**src/rtl/pipeline_hazard_ctrl_if.sv**
```systemverilog
// Signal bundle between the hazard sequencer and the 5-stage core datapath.
// Exposes hazard inputs, stall/flush controls, halt handshake, perf counters and FSM state.
interface pipeline_hazard_ctrl_if #(
  parameter int CNT_W = 32
);
  logic [4:0]       id_rs1;
  logic [4:0]       id_rs2;
  logic             id_uses_rs1;
  logic             id_uses_rs2;
  logic [4:0]       ex_rd;
  logic             ex_MemRead;
  logic             ex_redirect;
  logic             imem_valid;
  // dmem handshake: MEM presents an access with mem_req held high; the access completes
  // in the cycle mem_ack is high; every mem_req cycle without mem_ack freezes the pipe.
  logic             mem_req;
  logic             mem_ack;
  logic             halt_req;

  logic             pc_stall;
  logic             if_id_stall;
  logic             if_id_flush;
  logic             id_ex_stall;
  logic             id_ex_flush;
  logic             ex_mem_stall;
  logic             mem_wb_flush;
  logic             halt_ack;
  logic             mem_timeout;
  logic [CNT_W-1:0] stall_cnt;
  logic [CNT_W-1:0] flush_cnt;
  logic [1:0]       dbg_state;

  modport master (
    output id_rs1, id_rs2, id_uses_rs1, id_uses_rs2, ex_rd, ex_MemRead, ex_redirect,
           imem_valid, mem_req, mem_ack, halt_req,
    input  pc_stall, if_id_stall, if_id_flush, id_ex_stall, id_ex_flush, ex_mem_stall,
           mem_wb_flush, halt_ack, mem_timeout, stall_cnt, flush_cnt, dbg_state
  );

  modport slave (
    input  id_rs1, id_rs2, id_uses_rs1, id_uses_rs2, ex_rd, ex_MemRead, ex_redirect,
           imem_valid, mem_req, mem_ack, halt_req,
    output pc_stall, if_id_stall, if_id_flush, id_ex_stall, id_ex_flush, ex_mem_stall,
           mem_wb_flush, halt_ack, mem_timeout, stall_cnt, flush_cnt, dbg_state
  );
endinterface

```
**src/rtl/pipeline_hazard_ctrl.sv**
```systemverilog
// Central stall/flush sequencer for the 5-stage RV32 core: load-use, redirects, memory
// wait states and a halt/drain handshake, with saturating perf counters.
module pipeline_hazard_ctrl #(
  parameter int DRAIN_CYCLES = 4,
  parameter int TIMEOUT      = 255,
  parameter int CNT_W        = 32
) (
  input  logic                   clk,
  input  logic                   rst_n,
  pipeline_hazard_ctrl_if.slave  hz
);
  localparam logic [1:0] S_RUN    = 2'd0;
  localparam logic [1:0] S_DRAIN  = 2'd1;
  localparam logic [1:0] S_HALTED = 2'd2;
  localparam int DW = $clog2(DRAIN_CYCLES + 1);
  localparam int WW = $clog2(TIMEOUT + 1);

  logic [1:0]       state_q, state_d;
  logic [DW-1:0]    drain_cnt_q, drain_cnt_d;
  logic [WW-1:0]    wait_cnt_q, wait_cnt_d;
  logic             mem_timeout_q, mem_timeout_d;
  logic             halt_ack_q, halt_ack_d;
  logic [CNT_W-1:0] stall_cnt_q, stall_cnt_d;
  logic [CNT_W-1:0] flush_cnt_q, flush_cnt_d;

  logic freeze, load_use, redirect_taken;
  logic pc_stall_c, if_id_stall_c, if_id_flush_c, id_ex_stall_c, id_ex_flush_c;
  logic ex_mem_stall_c, mem_wb_flush_c;

  assign freeze   = hz.mem_req & ~hz.mem_ack;
  assign load_use = hz.ex_MemRead & (hz.ex_rd != 5'd0) &
                    ((hz.id_uses_rs1 & (hz.id_rs1 == hz.ex_rd)) |
                     (hz.id_uses_rs2 & (hz.id_rs2 == hz.ex_rd)));

  always_comb begin
    pc_stall_c     = 1'b0;
    if_id_stall_c  = 1'b0;
    if_id_flush_c  = 1'b0;
    id_ex_stall_c  = 1'b0;
    id_ex_flush_c  = 1'b0;
    ex_mem_stall_c = 1'b0;
    mem_wb_flush_c = 1'b0;
    redirect_taken = 1'b0;
    state_d        = state_q;
    drain_cnt_d    = drain_cnt_q;

    // A dmem wait holds every stage; EX is held so a pending redirect survives it.
    if (freeze) begin
      pc_stall_c     = 1'b1;
      if_id_stall_c  = 1'b1;
      id_ex_stall_c  = 1'b1;
      ex_mem_stall_c = 1'b1;
      mem_wb_flush_c = 1'b1;
    end else begin
      case (state_q)
        S_RUN: begin
          if (hz.ex_redirect) begin
            if_id_flush_c  = 1'b1;
            id_ex_flush_c  = 1'b1;
            redirect_taken = 1'b1;
          end else if (load_use) begin
            pc_stall_c    = 1'b1;
            if_id_stall_c = 1'b1;
            id_ex_flush_c = 1'b1;
          end else if (!hz.imem_valid) begin
            pc_stall_c    = 1'b1;
            if_id_flush_c = 1'b1;
          end
          if (hz.halt_req) begin
            state_d     = S_DRAIN;
            drain_cnt_d = '0;
          end
        end
        S_DRAIN: begin
          if (hz.ex_redirect) begin
            if_id_flush_c  = 1'b1;
            id_ex_flush_c  = 1'b1;
            redirect_taken = 1'b1;
          end else if (load_use) begin
            pc_stall_c    = 1'b1;
            if_id_stall_c = 1'b1;
            id_ex_flush_c = 1'b1;
          end else begin
            pc_stall_c    = 1'b1;
            if_id_flush_c = 1'b1;
          end
          // Once started, the drain completes regardless of halt_req.
          if (drain_cnt_q == DW'(DRAIN_CYCLES - 1)) begin
            state_d     = S_HALTED;
            drain_cnt_d = '0;
          end else begin
            drain_cnt_d = drain_cnt_q + DW'(1);
          end
        end
        S_HALTED: begin
          pc_stall_c    = 1'b1;
          if_id_flush_c = 1'b1;
          id_ex_flush_c = 1'b1;
          if (!hz.halt_req) state_d = S_RUN;
        end
        default: state_d = S_RUN;
      endcase
    end

    if (!freeze)                            wait_cnt_d = '0;
    else if (wait_cnt_q == WW'(TIMEOUT))    wait_cnt_d = wait_cnt_q;
    else                                    wait_cnt_d = wait_cnt_q + WW'(1);
    mem_timeout_d = mem_timeout_q | (wait_cnt_d == WW'(TIMEOUT));
    halt_ack_d    = (state_d == S_HALTED);

    stall_cnt_d = stall_cnt_q;
    if (pc_stall_c && (state_q != S_HALTED) && (stall_cnt_q != '1))
      stall_cnt_d = stall_cnt_q + CNT_W'(1);
    flush_cnt_d = flush_cnt_q;
    if (redirect_taken && (flush_cnt_q != '1))
      flush_cnt_d = flush_cnt_q + CNT_W'(1);
  end

  always_ff @(posedge clk or negedge rst_n) begin
    if (!rst_n) begin
      state_q       <= S_RUN;
      drain_cnt_q   <= '0;
      wait_cnt_q    <= '0;
      mem_timeout_q <= 1'b0;
      halt_ack_q    <= 1'b0;
      stall_cnt_q   <= '0;
      flush_cnt_q   <= '0;
    end else begin
      state_q       <= state_d;
      drain_cnt_q   <= drain_cnt_d;
      wait_cnt_q    <= wait_cnt_d;
      mem_timeout_q <= mem_timeout_d;
      halt_ack_q    <= halt_ack_d;
      stall_cnt_q   <= stall_cnt_d;
      flush_cnt_q   <= flush_cnt_d;
    end
  end

  // Combinational controls are forced quiet while reset is asserted.
  assign hz.pc_stall     = rst_n & pc_stall_c;
  assign hz.if_id_stall  = rst_n & if_id_stall_c;
  assign hz.if_id_flush  = rst_n & if_id_flush_c;
  assign hz.id_ex_stall  = rst_n & id_ex_stall_c;
  assign hz.id_ex_flush  = rst_n & id_ex_flush_c;
  assign hz.ex_mem_stall = rst_n & ex_mem_stall_c;
  assign hz.mem_wb_flush = rst_n & mem_wb_flush_c;
  assign hz.halt_ack     = halt_ack_q;
  assign hz.mem_timeout  = mem_timeout_q;
  assign hz.stall_cnt    = stall_cnt_q;
  assign hz.flush_cnt    = flush_cnt_q;
  assign hz.dbg_state    = state_q;
endmodule

```
**src/flat_wrapper.sv**
```systemverilog
// flat-port wrapper written by rule: the top's interface ports become plain ports
module pipeline_hazard_ctrl_flat 
#(
  parameter int DRAIN_CYCLES = 4,
  parameter int TIMEOUT      = 255,
  parameter int CNT_W        = 32
)
  (clk, rst_n, hz_id_rs1, hz_id_rs2, hz_id_uses_rs1, hz_id_uses_rs2, hz_ex_rd, hz_ex_MemRead, hz_ex_redirect, hz_imem_valid, hz_mem_req, hz_mem_ack, hz_halt_req, hz_pc_stall, hz_if_id_stall, hz_if_id_flush, hz_id_ex_stall, hz_id_ex_flush, hz_ex_mem_stall, hz_mem_wb_flush, hz_halt_ack, hz_mem_timeout, hz_stall_cnt, hz_flush_cnt, hz_dbg_state);
  pipeline_hazard_ctrl_if #(.CNT_W(CNT_W)) hz_i ();
  input  logic clk;
  input  logic rst_n;
  input wire logic [$bits(hz_i.id_rs1)-1:0] hz_id_rs1;
  input wire logic [$bits(hz_i.id_rs2)-1:0] hz_id_rs2;
  input wire logic [$bits(hz_i.id_uses_rs1)-1:0] hz_id_uses_rs1;
  input wire logic [$bits(hz_i.id_uses_rs2)-1:0] hz_id_uses_rs2;
  input wire logic [$bits(hz_i.ex_rd)-1:0] hz_ex_rd;
  input wire logic [$bits(hz_i.ex_MemRead)-1:0] hz_ex_MemRead;
  input wire logic [$bits(hz_i.ex_redirect)-1:0] hz_ex_redirect;
  input wire logic [$bits(hz_i.imem_valid)-1:0] hz_imem_valid;
  input wire logic [$bits(hz_i.mem_req)-1:0] hz_mem_req;
  input wire logic [$bits(hz_i.mem_ack)-1:0] hz_mem_ack;
  input wire logic [$bits(hz_i.halt_req)-1:0] hz_halt_req;
  output wire logic [$bits(hz_i.pc_stall)-1:0] hz_pc_stall;
  output wire logic [$bits(hz_i.if_id_stall)-1:0] hz_if_id_stall;
  output wire logic [$bits(hz_i.if_id_flush)-1:0] hz_if_id_flush;
  output wire logic [$bits(hz_i.id_ex_stall)-1:0] hz_id_ex_stall;
  output wire logic [$bits(hz_i.id_ex_flush)-1:0] hz_id_ex_flush;
  output wire logic [$bits(hz_i.ex_mem_stall)-1:0] hz_ex_mem_stall;
  output wire logic [$bits(hz_i.mem_wb_flush)-1:0] hz_mem_wb_flush;
  output wire logic [$bits(hz_i.halt_ack)-1:0] hz_halt_ack;
  output wire logic [$bits(hz_i.mem_timeout)-1:0] hz_mem_timeout;
  output wire logic [$bits(hz_i.stall_cnt)-1:0] hz_stall_cnt;
  output wire logic [$bits(hz_i.flush_cnt)-1:0] hz_flush_cnt;
  output wire logic [$bits(hz_i.dbg_state)-1:0] hz_dbg_state;
  assign hz_i.id_rs1 = hz_id_rs1;
  assign hz_i.id_rs2 = hz_id_rs2;
  assign hz_i.id_uses_rs1 = hz_id_uses_rs1;
  assign hz_i.id_uses_rs2 = hz_id_uses_rs2;
  assign hz_i.ex_rd = hz_ex_rd;
  assign hz_i.ex_MemRead = hz_ex_MemRead;
  assign hz_i.ex_redirect = hz_ex_redirect;
  assign hz_i.imem_valid = hz_imem_valid;
  assign hz_i.mem_req = hz_mem_req;
  assign hz_i.mem_ack = hz_mem_ack;
  assign hz_i.halt_req = hz_halt_req;
  assign hz_pc_stall = hz_i.pc_stall;
  assign hz_if_id_stall = hz_i.if_id_stall;
  assign hz_if_id_flush = hz_i.if_id_flush;
  assign hz_id_ex_stall = hz_i.id_ex_stall;
  assign hz_id_ex_flush = hz_i.id_ex_flush;
  assign hz_ex_mem_stall = hz_i.ex_mem_stall;
  assign hz_mem_wb_flush = hz_i.mem_wb_flush;
  assign hz_halt_ack = hz_i.halt_ack;
  assign hz_mem_timeout = hz_i.mem_timeout;
  assign hz_stall_cnt = hz_i.stall_cnt;
  assign hz_flush_cnt = hz_i.flush_cnt;
  assign hz_dbg_state = hz_i.dbg_state;
  pipeline_hazard_ctrl #(.DRAIN_CYCLES(DRAIN_CYCLES), .TIMEOUT(TIMEOUT), .CNT_W(CNT_W)) u_core (.clk(clk), .rst_n(rst_n), .hz(hz_i));
endmodule
```
**config.mk**
```make
export PLATFORM = sky130hd
export DESIGN_NAME = pipeline_hazard_ctrl_flat
export DESIGN_NICKNAME = d
export VERILOG_FILES = /design/src/rtl/pipeline_hazard_ctrl_if.sv /design/src/rtl/pipeline_hazard_ctrl.sv /design/src/flat_wrapper.sv
export SDC_FILE = /design/constraint.sdc
export NUM_CORES = 1
export LEC_CHECK = 0
export CAP_MARGIN = 10
export CORE_MARGIN = 5
export CORE_UTILIZATION = 45
export DETAILED_ROUTE_END_ITERATION = 12
export PLACE_DENSITY_LB_ADDON = 0.15
export SYNTH_ARGS = -nofsm -noshare
export SYNTH_HDL_FRONTEND = slang
export SYNTH_SLANG_ARGS = --single-unit
export TNS_END_PERCENT = 1
```
**constraint.sdc**
```tcl
create_clock -name clk -period 4.28 [get_ports clk]
set_input_delay 0.856 -clock clk [delete_from_list [all_inputs] [get_ports clk]]
set_output_delay 0.856 -clock clk [all_outputs]
set_load 0.02 [all_outputs]
```
==> results <==
- The run finished with clean final reports.
- The clock-pin slew of the registers on the worst-case setup and hold paths is 0.07 ns.
- The final worst setup slack is 0.364 ns.
- The global-route usage over all layers is 16.8%.
- The required time of the worst setup path is 3.42 ns.
- The initial antenna violation count is 0.
- Of the total power, the share spent switching nets is 32.5%.
- The maximum number of pins on one net before global-route repair is 80.
- The internal power of the cells totals 1.36 mW.
- In the post-synthesis netlist, the cell with the most instances is dfrtp_1.
- The areal power density over the cells is 380 nW/um^2.
- After detailed routing, the average wire length per cell comes to 14.6 microns.
- Buffers placed on the I/O ports in this run total 99.
- The maximum level of the CTS H-tree is 3.
- The layout overhead on the synthesized area is 30.8%.
- TritonCTS built the clock tree.
- The worst path uses 91.5% of the clock period.
- For this design the total switching power over the nets is 0.656 mW.
- The actual transition at the worst max-transition pin is 0.981 ns.
- The reported max-cap violation count is 0.
- After filler insertion, the fill cell instance count of the layout stands at 768.
- In this run the standard cell core region covers 8760 sq um.
- Ranked by total cell area, the synthesized netlist is headed by dfrtp_1 49%, xnor2_1 12%, nand3_1 3.8%.
- After synthesis, the most frequently instantiated cells are 79 x dfrtp_1, 56 x xnor2_1, 35 x nand2_1.
- For met1 alone, demand over resource in global routing was 22.4%.
- Synthesis inferred 79 register bits.
- The post-CTS setup repair buffer count is 0.
- Once detailed placement completed, the half-perimeter wirelength came to 6.37 mm.
- In this run the static leakage power is 2.28 nW.
- The netlist area before placement is 4060 sq um.
- The kind of start point of the critical path is an input pin.
- For met3 alone, demand over resource in global routing was 5.18%.
- The worst-case IR drop observed on VDD is 0.000347 V.
- The chip height is 105 microns.
- The floorplan has 34 rows.
- The critical path is of the in -> out type.
- The insertion delay to the later sink of the worst-skew pair is 0.35 ns.
- The starting utilization of the core area is 46.3%.
- Summed over all layers, the global routing overflow is 0.
- Along the worst hold path, the cell count comes to 1.
- Prior to clock tree synthesis, the placed netlist has a worst setup slack of 0.366 ns.
- The total routed wirelength is 8.85 mm.
- The fraction of synthesized cell area taken by the top area cell type is 48.7%.
- Subtracting the final worst setup slack from the clock period gives 3.92 ns.
- Once layout is complete, the cells apart from fillers number 606.
- The peak-usage layer in the global routing report is met2.
- In the routed design, unresolved DRC markers number 0.
- After routing, the total negative slack on setup checks comes to 0 ns.
- Data arrives at the worst endpoint at 3.06 ns.
- The maximum fanout along the worst path is 3.
- The delay of the slowest critical-path stage is 0.63 ns.
- The final number of max-transition violations is 0.
- The synthesized netlist net count is 422.
- The via total after detailed routing is 3189.
- The number of clock sinks seen by CTS is 79.
- Once detail routing completed, the nets flagged for antenna violations numbered 0.
- The count of different cell masters after synthesis is 51.
- The initial DRC count is 66.
- The path with the worst hold slack has its endpoint at u_core.hz.mem_timeout$_DFF_PN0_.
- The synthesized design spends more area on one cell type than any other, namely dfrtp_1.
- The most common cell type on the critical path is clkdlybuf4s50_1.
- The startpoint identified for the worst register-to-register timing path is u_core.hz.stall_cnt[0]$_DFFE_PN0P_.
- Global routing used 27.0% of the available met2 tracks.
- The most common flop cell mapped by yosys is dfrtp_1.
- The slowest stage of the critical path belongs to the cell clkdlybuf4s50_1.
- Setup slack on the worst reg-to-reg path comes out at 2.06 ns.
- The I/O pin count is 100.
- The fraction of layout cells with a size suffix above 1 is 8.23%.
- The wire length of the first global-routing pass is 15.5 mm.
- For this run, the number of Yosys warnings is 0.
- The start point of the worst hold path is u_core.hz.mem_timeout$_DFF_PN0_.
- Per report_power, the clock group accounts for 26.4% of the total.
- After detailed routing, the number of vias per cell comes to 5.26.
- Counting flops with an async set or reset pin after synthesis yields a share of 100%.
- The kind of capture point of the worst setup path is an output port.
- 0 antenna diodes ended up in the layout.
- Across the routed clock network, the largest skew measured is 0.00965 ns.
- The remaining max-slew budget at the tightest pin is 34.6%.
- The endpoint of the lowest-slack register-to-register path is u_core.hz.stall_cnt[1]$_DFFE_PN0P_.
- The post-cts repair resize count is 0.
- Overall power consumption after layout is estimated at 2.02 mW.
- From left edge to right edge, the die measures 105 microns.
- The final count of hold timing violations is 0.
- The class of the worst hold path is reg -> reg.
- The synthesized design contains 0 enable-type register cells.
- The signal on the critical path passes through clkdlybuf4s50_1 > or4_1 > o21ai_1 > nand2b_1 > o21ai_0 > a21oi_1 > clkdlybuf4s50_1.
- The number of detailed-routing iterations run before antenna repair is 4.
- Per report_power, the combinational group accounts for 27.6% of the total.
- Synthesis produced a netlist whose cell count is 393.
- The sequential group share of total power is 46.0%.
- The maximum clock frequency is 255 MHz.
- The weighted congestion reported at the end of routability-driven placement is 0.784.
- The number of buffers on the longest clock path is 2.
- The number of placed instances, taps included, is 590.
- In the final design database the tool counted 522 nets.
- The mean instance size in the synthesized netlist is 10.3 sq um.
- Sequential elements use 48.7% of the synthesized area.
- The via count of the first global-routing pass is 3152.
- Setup violations remaining at the end of the flow were counted as 0.
- The floorplan step defined a die boundary enclosing 11000 sq um.
- Setup repair after global routing left no endpoint under its margin.
- The count of hold buffers inserted by post-cts repair is 0.
- In this run, CTS created clock tree buffers numbering 9.
- The number of cells on the worst reg-to-reg path is 6.
- Clock tree synthesis selected as its root buffer the cell clkbuf_8.
critical path: cells and delay by family:
family	cells	cell delay (ns)
AOI/OAI and AO/OA	3	0.40
buffers and inverters	2	1.09
and+or+nand+nor	2	0.69
registers in the layout, summed over array words and instances (netlist names):
signal	count
u_core.hz.mem_timeout	1
u_core.hz.flush_cnt	32
u_core.hz.halt_ack	1
u_core.hz.stall_cnt	32
u_core.hz.dbg_state	2
u_core.drain_cnt_q	3
u_core.wait_cnt_q	8
power groups by stage:
stage | Clock [mW] | Combinational (mW) | Sequential, mW
floorplan | 0 | 0.265 | 0.998
finish | 0.533 | 0.557 | 0.929
CTS | 0.553 | 0.567 | 0.931
global route | 0.586 | 0.610 | 0.949
global placement | 0 | 0.559 | 0.944
detailed placement | 0 | 0.564 | 0.945
worst max path at each step:
stage | start | endpoint | depth (start not counted)
after floorplan | hz_ex_rd[0] | hz_if_id_flush | 5
after global routing | hz_ex_rd[4] | hz_pc_stall | 8
final | hz_ex_rd[0] | hz_if_id_flush | 7
after detailed placement | hz_ex_rd[0] | hz_if_id_flush | 7
after CTS | hz_ex_rd[0] | hz_if_id_flush | 7
after global placement | hz_ex_rd[0] | hz_if_id_flush | 7
cells in the final DEF, fill, tap and decap left out, types with 2 or more instances in the layout:
cell	count
clkdlybuf4s50_1	98
dfrtp_1	79
xnor2_1	56
nand2_1	35
nand3_1	31
nor2_1	27
nand4_1	22
xor2_1	16
and3_1	15
o21ai_0	12
a21oi_1	9
inv_1	9
clkbuf_8	9
and2_1	6
nor2b_1	6
and4_1	4
nor3_1	4
and3_2	4
nand3_2	4
ha_1	4
buf_4	4
a31oi_1	3
o21a_1	3
clkinv_2	3
nand2b_1	2
a211oi_1	2
mux2_2	2
a32o_1	2
logic make-up after synthesis:
family                   count (synthesis)  synth area share, %
AND/OR/NAND/NOR                        174                 24.4
flip-flops                              79                 48.7
multiplexers                             2                0.554
adder cells (fa/ha/maj)                  4                 1.23
buffers and inverters                   22                 2.90
XOR/XNOR                                72                 15.5
AO/OA/AOI/OAI                           40                 6.72
metal layers:
layer,vias up,wire (microns)
li1,1568,-
met1,1534,4020
met2,75,4240
met3,12,494
met4,0,87
met5,-,0
through the flow:
step	hold WS, ns	instance area, sq um	util (%)
CTS	0.488	5310	60.6
global route	0.514	5310	60.6
floorplan	0.470	4060	-
global placement	0.471	5120	58.5
detailed placement	0.463	5120	58.5
finish	0.481	5310	60.6
cell type report:
| class | instances | area (sq um) | area share, % |
|---|---|---|---|
| clock buffer | 10 | 128 | 2.40 |
| clock inverter | 6 | 61.3 | 1.15 |
| inverter | 9 | 33.8 | 0.636 |
| multi-input combinational | 292 | 1970 | 37.0 |
| sequential | 79 | 1980 | 37.2 |
| tap | 108 | 135 | 2.54 |
| timing repair buffer | 102 | 1010 | 19.0 |
Note: power is estimated with default switching activity, not from simulation.
